## src/rtl/keypad_scanner_pkg.sv

```systemverilog
// Shared definitions for the 4x4 keypad scanner: FSM encodings, idle levels
// and small decode helpers used by the scanner top.
package keypad_scanner_pkg;

  localparam logic [1:0] ST_SCAN     = 2'd0;
  localparam logic [1:0] ST_DEBOUNCE = 2'd1;
  localparam logic [1:0] ST_PRESS    = 2'd2;
  localparam logic [1:0] ST_HOLD     = 2'd3;

  localparam logic [3:0] ROWS_IDLE       = 4'b1111;
  localparam logic [3:0] COL_DRIVE_RESET = 4'b1110;

  // Lowest-numbered active-low row wins when several keys share a column.
  function automatic logic [1:0] lowest_low(input logic [3:0] rows);
    logic [1:0] idx;
    if (!rows[0]) begin
      idx = 2'd0;
    end else if (!rows[1]) begin
      idx = 2'd1;
    end else if (!rows[2]) begin
      idx = 2'd2;
    end else begin
      idx = 2'd3;
    end
    return idx;
  endfunction

  function automatic logic [3:0] col_onehot_n(input logic [1:0] idx);
    logic [3:0] drive;
    case (idx)
      2'd0:    drive = 4'b1110;
      2'd1:    drive = 4'b1101;
      2'd2:    drive = 4'b1011;
      2'd3:    drive = 4'b0111;
      default: drive = 4'b1110;
    endcase
    return drive;
  endfunction

endpackage

```

## src/rtl/sync_2ff.sv

```systemverilog
// Two-flop synchroniser for asynchronous level inputs; resets to a
// configurable idle value so the consumer sees "inactive" out of reset.
module sync_2ff #(
  parameter int               WIDTH = 4,
  parameter logic [WIDTH-1:0] IDLE  = {WIDTH{1'b1}}
) (
  input  logic             clk,
  input  logic             rst_n,
  input  logic [WIDTH-1:0] d,
  output logic [WIDTH-1:0] q
);

  logic [WIDTH-1:0] meta_r;
  logic [WIDTH-1:0] sync_r;

  // Metastability chain.
  always_ff @(posedge clk or negedge rst_n) begin
    if (!rst_n) begin
      meta_r <= IDLE;
      sync_r <= IDLE;
    end else begin
      meta_r <= d;
      sync_r <= meta_r;
    end
  end

  assign q = sync_r;

endmodule

```

## src/rtl/keypad_scanner.sv

```systemverilog
// 4x4 keypad front-end: column scan, press/release debounce and a single
// button_pressed strobe per physical press with held row/col indices.
module keypad_scanner
  import keypad_scanner_pkg::*;
#(
  parameter int SCAN_DIV        = 1000,
  parameter int DEBOUNCE_CYCLES = 50000,
  parameter int CNT_WIDTH       = 16
) (
  input  logic       clk,
  input  logic       reset,
  input  logic [3:0] row_in,
  output logic [3:0] col_drive,
  output logic       button_pressed,
  output logic [1:0] row,
  output logic [1:0] col,
  output logic       key_down
);

  localparam logic [CNT_WIDTH-1:0] SCAN_LAST = CNT_WIDTH'(SCAN_DIV - 1);
  localparam logic [CNT_WIDTH-1:0] DB_LAST   = CNT_WIDTH'(DEBOUNCE_CYCLES - 1);
  localparam logic [CNT_WIDTH-1:0] CNT_ZERO  = {CNT_WIDTH{1'b0}};
  localparam logic [CNT_WIDTH-1:0] CNT_ONE   = CNT_WIDTH'(1);

  logic [3:0]           row_s;
  logic [1:0]           state_r,    state_s;
  logic [1:0]           col_idx_r,  col_idx_s;
  logic [CNT_WIDTH-1:0] cnt_r,      cnt_s;
  logic [1:0]           cand_row_r, cand_row_s;
  logic [1:0]           cand_col_r, cand_col_s;
  logic [3:0]           col_drive_r;
  logic                 button_pressed_r, press_s;
  logic [1:0]           row_r,      row_idx_s;
  logic [1:0]           col_r,      col_out_s;
  logic                 key_down_r, key_down_s;
  logic                 cand_high_s;

  sync_2ff #(
    .WIDTH (4),
    .IDLE  (ROWS_IDLE)
  ) u_row_sync (
    .clk   (clk),
    .rst_n (reset),
    .d     (row_in),
    .q     (row_s)
  );

  assign cand_high_s = row_s[cand_row_r];

  // Next-state and output decode for the scan/debounce FSM.
  always_comb begin
    state_s    = state_r;
    col_idx_s  = col_idx_r;
    cnt_s      = cnt_r;
    cand_row_s = cand_row_r;
    cand_col_s = cand_col_r;
    row_idx_s  = row_r;
    col_out_s  = col_r;
    key_down_s = key_down_r;
    press_s    = 1'b0;
    case (state_r)
      ST_SCAN: begin
        if (cnt_r == SCAN_LAST) begin
          cnt_s = CNT_ZERO;
          if (row_s == ROWS_IDLE) begin
            col_idx_s = col_idx_r + 2'd1;
          end else begin
            cand_row_s = lowest_low(row_s);
            cand_col_s = col_idx_r;
            state_s    = ST_DEBOUNCE;
          end
        end else begin
          cnt_s = cnt_r + CNT_ONE;
        end
      end
      ST_DEBOUNCE: begin
        if (cand_high_s) begin
          cnt_s   = CNT_ZERO;
          state_s = ST_SCAN;
        end else if (cnt_r == DB_LAST) begin
          cnt_s      = CNT_ZERO;
          state_s    = ST_PRESS;
          row_idx_s  = cand_row_r;
          col_out_s  = cand_col_r;
          press_s    = 1'b1;
          key_down_s = 1'b1;
        end else begin
          cnt_s = cnt_r + CNT_ONE;
        end
      end
      ST_PRESS: begin
        cnt_s   = CNT_ZERO;
        state_s = ST_HOLD;
      end
      ST_HOLD: begin
        // Only the accepted key is watched; any low sample restarts the release count.
        if (!cand_high_s) begin
          cnt_s = CNT_ZERO;
        end else if (cnt_r == DB_LAST) begin
          cnt_s      = CNT_ZERO;
          key_down_s = 1'b0;
          col_idx_s  = col_idx_r + 2'd1;
          state_s    = ST_SCAN;
        end else begin
          cnt_s = cnt_r + CNT_ONE;
        end
      end
      default: begin
        cnt_s   = CNT_ZERO;
        state_s = ST_SCAN;
      end
    endcase
  end

  // State and registered outputs; col_drive follows the column index on the same edge.
  always_ff @(posedge clk or negedge reset) begin
    if (!reset) begin
      state_r          <= ST_SCAN;
      col_idx_r        <= 2'd0;
      cnt_r            <= CNT_ZERO;
      cand_row_r       <= 2'd0;
      cand_col_r       <= 2'd0;
      col_drive_r      <= COL_DRIVE_RESET;
      button_pressed_r <= 1'b0;
      row_r            <= 2'd0;
      col_r            <= 2'd0;
      key_down_r       <= 1'b0;
    end else begin
      state_r          <= state_s;
      col_idx_r        <= col_idx_s;
      cnt_r            <= cnt_s;
      cand_row_r       <= cand_row_s;
      cand_col_r       <= cand_col_s;
      col_drive_r      <= col_onehot_n(col_idx_s);
      button_pressed_r <= press_s;
      row_r            <= row_idx_s;
      col_r            <= col_out_s;
      key_down_r       <= key_down_s;
    end
  end

  assign col_drive      = col_drive_r;
  assign button_pressed = button_pressed_r;
  assign row            = row_r;
  assign col            = col_r;
  assign key_down       = key_down_r;

endmodule

```

## config.mk

```make
export PLATFORM = sky130hd
export DESIGN_NAME = keypad_scanner
export DESIGN_NICKNAME = d
export VERILOG_FILES = /design/src/rtl/keypad_scanner_pkg.sv /design/src/rtl/sync_2ff.sv /design/src/rtl/keypad_scanner.sv
export SDC_FILE = /design/constraint.sdc
export NUM_CORES = 1
export LEC_CHECK = 0
export CORE_UTILIZATION = 57
export CTS_CLUSTER_SIZE = 10
export DETAILED_ROUTE_END_ITERATION = 6
export HOLD_SLACK_MARGIN = 0.08
export PLACE_DENSITY = 0.78
export SYNTH_ARGS = -nofsm -noshare
export SYNTH_HDL_FRONTEND = slang
export SYNTH_HIERARCHICAL = 1
export SYNTH_SLANG_ARGS = --single-unit
```

## constraint.sdc

```tcl
create_clock -name clk -period 2.38 [get_ports clk]
set_input_delay 0.238 -clock clk [delete_from_list [all_inputs] [get_ports clk]]
set_output_delay 0.238 -clock clk [all_outputs]
set_load 0.05 [all_outputs]
```

# After elaboration in Yosys (flattened, before gate mapping)
# Index checks and enable logic that the tools add are counted.
# totals
regBits	42
latchBits	0
ramBits	0
mem_bits_ro	0
inputBits	6
out_inout_bits	10
word_cells	71
mem_count	0
# classes
n_addsub	2
n_mul	0
div_mod_pow	0
magnitude_cmp	1
eq_ne	16
shifts	0
muxes	31
bitwise_logic	2
reduce_logical	7
# op_table
op	count
$mux W16	4
$pmux W16 S4	1
$mux W2	12
$add A16 B1 Y16 const B	1
$eq A16 B10 Y1 const B	1
$eq A16 B16 Y1 const B	1
$pmux W4 S4	1
$ne A2 B2 Y1 const B	6
$reduce_and A5 Y1	2
$mux W1	9
$eq A2 B2 Y1 const B	4
$pmux W2 S4	1
$reduce_and A3 Y1	2
$eq A2 B1 Y1 const B	2
$eq A4 B4 Y1 const B	1
$logic_not A2 Y1	2
$pmux W2 S2	1
$lt A2 B3 Y1 const B	1
$ne A3 B3 Y1 const B	1
$add A2 B1 Y2 const B	1
$bmux W1 S2	1
$not A1 Y1	2
$pmux W1 S2	1
$reduce_bool A2 Y1	1

# Logic depth before layout (Yosys ltp)
# logic_depth
word_depth	6
mapped_depth	7
depth_no_buf	6

# Hierarchy
# The synthesis kept the hierarchy.
# by_module_without_submodules
mod	instances	cells_each	area_per_inst_um2
keypad_scanner	1	162	1766.7
sync_2ff	1	8	210.2

# Worst setup path before layout
# OpenSTA, ideal clock, no wires.
# synth_timing
path_kind	flip-flop to flip-flop
startpoint	register cand_row_r[0]
endpoint	register col_r[0] (netlist: col[0])
setup_time_ps	125
arrival_time_ps	1654
required_time_ps	2255
slack_ps	601
path_stages_with_launch	5
synth_period_minus_slack_ps	1779
path_cell_list	dfrtp_1 -> mux4_2 -> nand2b_4 -> nor2_2 -> mux2_2
# synth_between
elab_chain_len	4
# synth_lines
element	line	rtl
from (decl)	keypad_scanner.sv:29	logic [1:0] cand_row_r, cand_row_s;
from (signal assigned)	keypad_scanner.sv:132	cand_row_r <= cand_row_s;
$bmux W1 S2	keypad_scanner.sv:48	assign cand_high_s = row_s[cand_row_r];
$mux W1 (implied by the code)	keypad_scanner.sv:48	
$not A1 Y1 (no line)	-	
$reduce_and A3 Y1 (no line)	-	
to (signal assigned)	keypad_scanner.sv:137	col_r <= col_out_s;
to (decl)	keypad_scanner.sv:34	logic [1:0] col_r, col_out_s;
# Every way passes these cells. The select of a mux whose other input is x is not followed.
# A chain may end at the register's enable or synchronous reset.

# Worst setup path after layout
# layout_timing
startpoint	register cand_row_r[0]
endpoint	register col_r[1] (netlist: col[1])
# The elaborated chain is that of the path after synthesis.

==> results.toml <==
[finish]
layout.nets = 202
area_growth_pct = 13.16
final_common_cell = "dfrtp_1"
nFillCells = 239
final_util_pct = 67.04
antennaDiodeCount = 0
layout_common_cells = "31 x dfrtp_1, 21 x nor2_1, 14 x clkdlybuf4s50_1, 11 x nand2_1, 11 x dfstp_2"
fin_cells = 238
layout-drive-gt1-share_pct = 20.83

[power]
ir_worst_vdd_mv = 0.4644
p_per_area_mw_per_mm2 = 501.2
pwr-share-seq_pct = 65.1
intPower_uw = 856.6
p_sw_uw = 264.8
p_leak_uw = 0.001014
p_sw_share_pct = 23.61
p_comb_share_pct = 2.4
power_frac_clock_pct = 32.5

[routing]
drt.antenna.violating_nets = 0
drt_iter0_drc = 56
drt_pass1_iterations = 4
drc = 0
avgViaCountPerCell = 5.479
wl_per_cell_um = 13.52
routed_wl_um = 3217
routed-via-count = 1304

[floorplanning]
coreArea_mm2 = 0.003337
initial_core_util_pct = 59.24
dieArea_mm2 = 0.003708
die_h_um = 60.89
ios = 16
die_w_um = 60.89
rows = 21

[timing]
hold_viol_final = 0
rsz0062_at_grt = "false"
tightest_slew_ns = 0.8840
skew_ns = 0.009295
setup_viol = 0
maxSlewViolCount = 0
tns_ns = 0
finalCritPeriodShare_pct = 81.66
final.min_clock_period_ns = 1.944
fin_ws_ns = 0.4365
max_freq_mhz = 514.5
slew_headroom_pct = 41.07

[clock_network]
cts_buffer_depth = 2
cts_root_buf = "clkbuf_4"
clock-sinks = 42
h-tree-depth = 2
cts_tree = "done"
cts_buffers = 5
cts.reportedPaths.clkPinSlew_ns = 0.13
clk_latency_ns = 0.37
cts_resized = 0
hold_buffers = 1
post_cts_buffers = 0

[synthesis]
synth_warnings = 6
ys_dominant_reg_cell = "dfrtp_1"
yosys-top-cells-area = "dfrtp_1 39%, dfstp_2 15%, xnor2_1 4.4%"
synth_area_per_cell_um2 = 11.63
netlist.area_leader.share_pct = 39.24
synth_edf_count = 0
synthDistinctLibCells = 47
synth_seq_cells = 42
synth_top_area_cell = "dfrtp_1"
synth.net_count = 181
syn_area_mm2 = 0.001977
synthArstFlopShare_pct = 100.0
syn_inst = 170
yosysSeqAreaShare_pct = 53.86

[setup_path]
slowest_delay_ns = 0.59
crit_type = "reg -> reg"
slowest_stage = "mux4_2"
crit_path_max_fanout = 6
path_cells = "mux4_2 > nand2b_4 > nor2_2 > mux2_2"
startpoint_type = "flop"
path_delay_family = "multiplexers"
required_ns = 2.65
crit_buf_inv = 0
endpoint_kind = "flop"
worstPathArrival_ns = 2.21

[flow_run]
max-cap-violations = 0

[placement]
dpl.hpwl_um = 2322
io_buffers = 15
place_congestion = 0.7952
placed_cells = 229
dp_slack_ns = 0.4464

[grt]
grt.overflow.total = 0
grtUsageTotal_pct = 20.19
grt_max_degree = 43
antenna_found_initial = 0
grt_pass1_wl_um = 5250
grt_pass1_vias = 1203

[status]
outcome = "finished clean"

[hold_path]
hp-class = "in -> reg"
==> Yosys cell counts, types with 3 or more instances <==
cell type / instances
dfrtp_1: 31
nor2_1: 21
dfstp_2: 11
nand2_1: 11
inv_1: 10
xnor2_1: 10
nand4_1: 6
ha_1: 5
mux2_2: 5
nand3_1: 5
o21ai_0: 5
xor2_1: 4
a21oi_1: 3
a41oi_1: 3
nor3_1: 3
==> final timing paths <==
check,startpoint,to,slack (ns),cells after the start
min in group asynchronous,reset,cnt_r[12],0.52,2
hold reg to reg,u_row_sync/meta_r[1],u_row_sync/q[1],0.37,0
setup / recovery,cand_row_r[0],col[1],0.44,4
setup reg to reg,cand_row_r[0],col[1],0.44,4
hold / removal,row_in[3],u_row_sync/meta_r[3],0.26,1
max in group asynchronous,reset,col_idx_r[1],1.32,2
==> state kept, by name (all words and copies together), names as in the netlist, named ones only <==
signal and flops:
cnt_r 16, col_drive 4, u_row_sync/meta_r 4, u_row_sync/q 4, cand_col_r 2, cand_row_r 2, col 2, col_idx_r 2
row 2, button_pressed 1, key_down 1, state_r 1
==> stage by stage <==
step | hold slack (ns) | power (µW) | cell area [µm²]
after CTS | 0.2450 | 1136 | 2237
after detailed placement | 0.3468 | 769.3 | 2165
after floorplan | -0.05759 | 747.3 | 1977
final | 0.2575 | 1121 | 2237
after global routing | 0.2206 | 1173 | 2237
after global placement | 0.3452 | 768.4 | 2165
==> power by group through the flow <==
stage          clock, µW  sequential (µW)  combinational [µW]
6_report             365              730                27.2
5_1_grt              411              731                31.6
4_1_cts              378              730                28.3
3_5_place_dp           0              742                26.9
3_3_place_gp           0              742                26.3
2_1_floorplan          0              742                5.45
==> per-layer routing <==
layer | vias to the layer above | track usage, % | wire [µm]
met4 | 0 | 9.740 | 71
met2 | 32 | 29.67 | 1466
met5 | - | 0 | 0
met1 | 623 | 27.69 | 1539
li1 | 641 | - | -
met3 | 8 | 5.757 | 140
==> kinds of logic after synthesis <==
kind of cell               Yosys count  synth area share (%)
AOI/OAI and AO/OA                   24                 8.988
and+or+nand+nor                     64                 19.75
buffers and inverters               13                 3.038
muxes                                8                 5.000
adders and majority gates            5                 3.165
DFF                                 42                 53.86
xor gates and xnor gates            14                 6.202
==> cell type report <==
type                    instances  area (µm²)  share of cell area, %
clock inverters                 3       25.02                  1.119
repair buffers                 17       162.7                  7.271
inverters                      10       37.54                  1.678
flip-flops and latches         42        1065                  47.59
clock buffers                   5       37.54                  1.678
well taps                      46       57.56                  2.573
multi-input cells             115       852.1                  38.09
No activity file was read; power rests on OpenSTA's default activity.
